===== config.mk =====
export PLATFORM = sky130hd
export DESIGN_NAME = keypad_matrix_scan
export DESIGN_NICKNAME = d
export VERILOG_FILES = /design/src/rtl/keypad_matrix_scan.sv
export SDC_FILE = /design/constraint.sdc
export NUM_CORES = 1
export LEC_CHECK = 0
export CORE_MARGIN = 3
export CORE_UTILIZATION = 30
export CTS_CLUSTER_SIZE = 40
export DETAILED_ROUTE_END_ITERATION = 10
export GPL_TIMING_DRIVEN = 0
export PLACE_DENSITY_LB_ADDON = 0.05
export RECOVER_POWER = 25
export SYNTH_ARGS = -nofsm -noshare
export SYNTH_HDL_FRONTEND = slang
export SYNTH_SLANG_ARGS = --single-unit

===== constraint.sdc =====
create_clock -name CLK -period 2.7 [get_ports CLK]
set_clock_uncertainty 0.1 [all_clocks]
set_input_delay 0.405 -clock CLK [delete_from_list [all_inputs] [get_ports CLK]]
set_output_delay 0.405 -clock CLK [all_outputs]
set_load 0.01 [all_outputs]

===== src/rtl/keypad_matrix_scan.sv =====
// 4x4 keypad matrix scanner: debounced press/release, column scan, key encode.
// Optional multi-key/ghost rejection enabled by defining KEYPAD_GHOST_REJECT_EN.
module keypad_matrix_scan #(
    parameter int DEBOUNCE_CNT = 1_000_000,
    parameter int SETTLE_CNT   = 50
) (
    input  logic       CLK,
    input  logic       nRST,
    input  logic [3:0] ROW_IN,
    output logic [3:0] COL_OUT,
    output logic [3:0] KEY_CODE,
    output logic       KEY_PRESS,
    output logic       KEY_RELEASE,
    output logic       KEY_HELD
);
    // state        | meaning
    // S_IDLE       | no key down, columns all driven low
    // S_FILTER     | some row low, waiting for stable press
    // S_SCAN       | walking one low column at a time to locate the key
    // S_PRESSED    | key accepted (or suppressed ghost), waiting for release
    // S_REL_FILTER | all rows high, waiting for stable release
    typedef enum logic [2:0] {
        S_IDLE       = 3'd0,
        S_FILTER     = 3'd1,
        S_SCAN       = 3'd2,
        S_PRESSED    = 3'd3,
        S_REL_FILTER = 3'd4
    } state_t;

    localparam logic [19:0] DEB_LAST = 20'(DEBOUNCE_CNT - 1);
    localparam logic [19:0] SET_LAST = 20'(SETTLE_CNT - 1);

    state_t      r_state, w_next;
    logic [3:0]  r_row_m, r_row_s;
    logic [19:0] r_cnt;
    logic [1:0]  r_col;
    logic        r_hit;
    logic [3:0]  r_hit_code;
    logic [3:0]  r_key_code;
    logic        r_key_press, r_key_release, r_key_held;

    logic        w_any_low, w_settled, w_col_hit, w_scan_done;
    logic        w_press, w_release, w_illegal;
    logic [3:0]  w_low, w_code_final;
    logic [1:0]  w_row_idx;
    logic        w_ghost, w_suppress;

    assign w_low       = ~r_row_s;
    assign w_any_low   = (r_row_s != 4'b1111);
    assign w_settled   = (r_cnt == SET_LAST);
    assign w_col_hit   = |w_low;
    assign w_scan_done = (r_state == S_SCAN) && w_settled && (r_col == 2'd3);

    // lowest row index wins within a column
    always_comb begin
        w_row_idx = 2'd0;
        for (int i = 3; i >= 0; i--) begin
            if (w_low[i]) w_row_idx = 2'(i);
        end
    end

    assign w_code_final = r_hit ? r_hit_code : {w_row_idx, r_col};

`ifdef KEYPAD_GHOST_REJECT_EN
    logic r_multi, r_suppress;
    assign w_ghost    = r_multi | ((w_low & (w_low - 4'd1)) != 4'd0) | (r_hit & w_col_hit);
    assign w_suppress = r_suppress;

    always_ff @(posedge CLK or negedge nRST) begin
        if (!nRST) begin
            r_multi    <= 1'b0;
            r_suppress <= 1'b0;
        end else begin
            if (r_state != S_SCAN) r_multi <= 1'b0;
            else if (w_settled)    r_multi <= w_ghost;
            if (w_scan_done) r_suppress <= w_ghost;
        end
    end
`else
    assign w_ghost    = 1'b0;
    assign w_suppress = 1'b0;
`endif

    always_comb begin
        w_next    = r_state;
        w_press   = 1'b0;
        w_release = 1'b0;
        w_illegal = 1'b0;
        case (r_state)
            S_IDLE:       if (w_any_low) w_next = S_FILTER;
            S_FILTER: begin
                if (!w_any_low)             w_next = S_IDLE;
                else if (r_cnt == DEB_LAST) w_next = S_SCAN;
            end
            S_SCAN: begin
                if (w_scan_done) begin
                    if (r_hit || w_col_hit) begin
                        w_next  = S_PRESSED;
                        w_press = !w_ghost;
                    end else begin
                        w_next = S_IDLE;
                    end
                end
            end
            S_PRESSED:    if (!w_any_low) w_next = S_REL_FILTER;
            S_REL_FILTER: begin
                if (w_any_low) begin
                    w_next = S_PRESSED;
                end else if (r_cnt == DEB_LAST) begin
                    w_next    = S_IDLE;
                    w_release = !w_suppress;
                end
            end
            default: begin
                w_next    = S_IDLE;
                w_illegal = 1'b1;
            end
        endcase
    end

    always_ff @(posedge CLK or negedge nRST) begin
        if (!nRST) begin
            r_state       <= S_IDLE;
            r_row_m       <= 4'b1111;
            r_row_s       <= 4'b1111;
            r_cnt         <= '0;
            r_col         <= '0;
            r_hit         <= 1'b0;
            r_hit_code    <= '0;
            r_key_code    <= '0;
            r_key_press   <= 1'b0;
            r_key_release <= 1'b0;
            r_key_held    <= 1'b0;
        end else begin
            r_row_m <= ROW_IN;
            r_row_s <= r_row_m;
            r_state <= w_next;

            if ((w_next != r_state) || ((r_state == S_SCAN) && w_settled)) r_cnt <= '0;
            else                                                         r_cnt <= r_cnt + 20'd1;

            if (r_state != S_SCAN) begin
                r_col <= 2'd0;
                r_hit <= 1'b0;
            end else if (w_settled) begin
                r_col <= r_col + 2'd1;
                if (!r_hit && w_col_hit) begin
                    r_hit      <= 1'b1;
                    r_hit_code <= {w_row_idx, r_col};
                end
            end

            r_key_press   <= w_press;
            r_key_release <= w_release;
            if (w_press) begin
                r_key_code <= w_code_final;
                r_key_held <= 1'b1;
            end
            if (w_release) r_key_held <= 1'b0;
            if (w_illegal) begin
                r_key_code <= '0;
                r_key_held <= 1'b0;
            end
        end
    end

    assign COL_OUT     = (r_state == S_SCAN) ? ~(4'b0001 << r_col) : 4'b0000;
    assign KEY_CODE    = r_key_code;
    assign KEY_PRESS   = r_key_press;
    assign KEY_RELEASE = r_key_release;
    assign KEY_HELD    = r_key_held;
endmodule

==> results.cfg <==
[synthesis]
avgSynthCellArea_um2 = 10.31
synth-xor-area-share = 0.07438
synth.distinct_cells = 43
synth_area_leader_cell = dfrtp_1
synth_area_um2 = 2237
synth_top_family_by_area = simple AND/OR/NAND/NOR gates
syn_nets = 229
synth_compound_area_frac = 0.04139
synth_top_area_frac = 0.4139
synth.yosys.seq_area_share = 0.5078
synthAdderAreaFrac = 0.03356
async_reset_ff_frac = 1.000
synthFlopType = dfrtp_1
synth_edf_count = 0
muxShareOfSynthArea = 0.06040
synth_cells = 217
yosys_register_bits = 45
synthSimpleGateAreaFrac = 0.2567
synth_top_cells_by_area = dfrtp_1 41%, dfstp_2 9.4%, nor2_1 6.4%, xnor2_1 5.5%, mux2i_1 4.0%
yosys_warnings = 0

[sta]
tns_ns = 0
fmax_ghz = 0.3934
setup-violations-final = 0
slew_viol_final = 0
hold_slack_ns = 0.2600
relSlewSlack = 0.1934
layout_worst_path_cycle_share = 0.9414
worst_slew_pin_slew_ns = 1.210
layout_min_cycle_time_ns = 2.542
rsz0062_at_grt = no
finalHoldViolations = 0

[floorplanning]
rows = 30
die_h_um = 92.36
initial_core_util = 0.3187
design.die.area_um2 = 8529
core_um2 = 7019
ios = 17
die_w_um = 92.36

[clock_tree]
ctsHtreeMaxLevel = 2
cts_tree = built
path_clk_slew_ns = 0.09
cts_root_buffer = clkbuf_8
numClockSinks = 45
clock_path_buffers = 2
postCtsSetupRepairBufs = 0
worstSkewPairLatency_ns = 0.31
cts_buffers = 5

[power_and_ir_drop]
ir_drop_uv = 246.1
total_power_uw = 1450
p_per_area_nw_per_um2 = 551.6
p_leak_uw = 0.001137

[run_status]
status = finished clean

[global_route]
first_global_vias = 1621
antenna_found_initial = 0
grt_max_degree = 27
grt_remaining_overflow = 0
grt_pass1_wl_um = 8197
track_usage = 0.1229

[detailed_routing]
num_vias = 1575
wl_um = 4647
antenna_left = 0
drc = 0
via_per_inst = 4.674
dr.first_iter.drc_count = 54
wl_per_cell_um = 13.79
drt_pass1_iterations = 4

[critical_path]
worst_setup_path_start_kind = flip-flop
crit_required_ns = 2.79
cp_max_fo = 10
cp.arrival_ns = 2.64
end_kind = flip-flop
critical_path_class = flip-flop to flip-flop

[finish]
design_area_um2 = 2629
regArea_um2 = 1137
fillCellCount = 717
final_cell_count_no_fill = 337
antenna_cells = 0
drive_above_1_share = 0.1328
multi_input_area_um2 = 1044
layout.nets = 252
syn_to_final_growth_pct = 17.51

[placement]
dp_cells = 330
hpwl_um = 3367
dpl-instance-area_um2 = 2532
io_buffers = 16
gp_congestion = 0.6959

[min_path]
hold_class = flip-flop to flip-flop

[job]
max-cap-violations = 0
-- power by group --
| part | total [uW] | switching [uW] | internal (uW) |
|---|---|---|---|
| Combinational | 238 | 142 | 96.0 |
| Sequential | 768 | 51.6 | 717 |
| Clock | 443 | 256 | 187 |
-- flip-flops by register name, summed over array words and instances (netlist names) --
signal and cells:
r_hit_code 4, r_col 2, KEY_CODE 4, r_row_m 4, r_cnt 20, r_row_s 4
KEY_HELD 1, KEY_PRESS 1, r_hit 1, KEY_RELEASE 1, r_state 3
-- Yosys cell counts (2+ instances only) --
cell,number
dfrtp_1,37
o21ai_0,3
inv_1,6
mux2_2,4
nor3_1,10
nand3b_1,2
xnor2_1,14
nor2b_1,2
or4_4,2
and4_1,3
nor2_1,38
mux2i_1,9
nand2b_1,2
nor4_1,2
and3_1,3
dfstp_2,8
a21oi_1,5
clkbuf_1,3
nand2_1,17
nand4_1,6
ha_1,6
nand3_1,10
xor2_1,5
-- path summary, 6_finish.rpt --
path | startpoint | slack, ns | to | cells past startpoint
max | r_cnt[6]$_DFF_PN0_ | 0.16 | r_cnt[17]$_DFF_PN0_ | 6
min | r_row_m[2]$_DFF_PN1_ | 0.26 | r_row_s[2]$_DFF_PN1_ | 0
max reg2reg | r_cnt[6]$_DFF_PN0_ | 0.16 | r_cnt[17]$_DFF_PN0_ | 6
min reg2reg | r_row_m[2]$_DFF_PN1_ | 0.26 | r_row_s[2]$_DFF_PN1_ | 0
max in group asynchronous | nRST | 0.93 | r_row_m[1]$_DFF_PN1_ | 3
min in group asynchronous | nRST | 0.77 | r_cnt[5]$_DFF_PN0_ | 2
-- logic make-up after synthesis --
family,count (synthesis)
AOI/OAI and AO/OA,15
muxes,13
and+or+nand+nor,107
xor gates and xnor gates,19
buffers and inverters,12
adders and majority gates,6
DFF,45
-- layout make-up --
type | instances | area share
Timing Repair Buffer | 18 | 0.06997
Tap cell | 96 | 0.04569
Sequential cell | 45 | 0.4327
Clock buffer | 5 | 0.02618
Clock inverter | 3 | 0.009519
Buffer | 4 | 0.01047
Inverter | 6 | 0.008567
Multi-Input combinational cell | 160 | 0.3970
-- metal layers --
layer	GRT usage	routed length, um
met5	0	0
met4	0.04579	70
met3	0.03331	184
met2	0.1722	1976
met1	0.1795	2415
-- cell usage in the layout (no fill, tap or decap), types with 6 or more instances in the layout --
cell type / Yosys / layout
clkdlybuf4s50_1: 0 / 11
dfrtp_1: 37 / 36
dfstp_2: 8 / 8
ha_1: 6 / 6
inv_1: 6 / 6
mux2i_1: 9 / 9
nand2_1: 17 / 17
nand3_1: 10 / 10
nand4_1: 6 / 6
nor2_1: 38 / 38
nor3_1: 10 / 10
xnor2_1: 14 / 14
-- metrics by stage --
| step | utilization | worst slack, ns |
|---|---|---|
| after detailed placement | 0.3608 | 0.1206 |
| after floorplan | - | 0.4933 |
| after global routing | 0.3745 | 0.004688 |
| after CTS | 0.3756 | 0.06017 |
| final | 0.3745 | 0.1581 |
| after global placement | 0.3586 | -0.3117 |
-- what timing repair did --
item                                    4_1_cts  5_1_grt
endpoints found under the setup margin        0        6
hold buffers                                  1        0
gates resized for setup                       0        1
hold endpoints to repair                     19        0
-- worst max-delay path: stages (launching register included) --
cell and delay, ns:
dfrtp_1 0.44, or4_4 0.59, nor4_4 0.35, a21oi_1 0.18, nor3_4 0.48, buf_6 0.22
nor2_1 0.06
(Power assumes the default switching activity.)
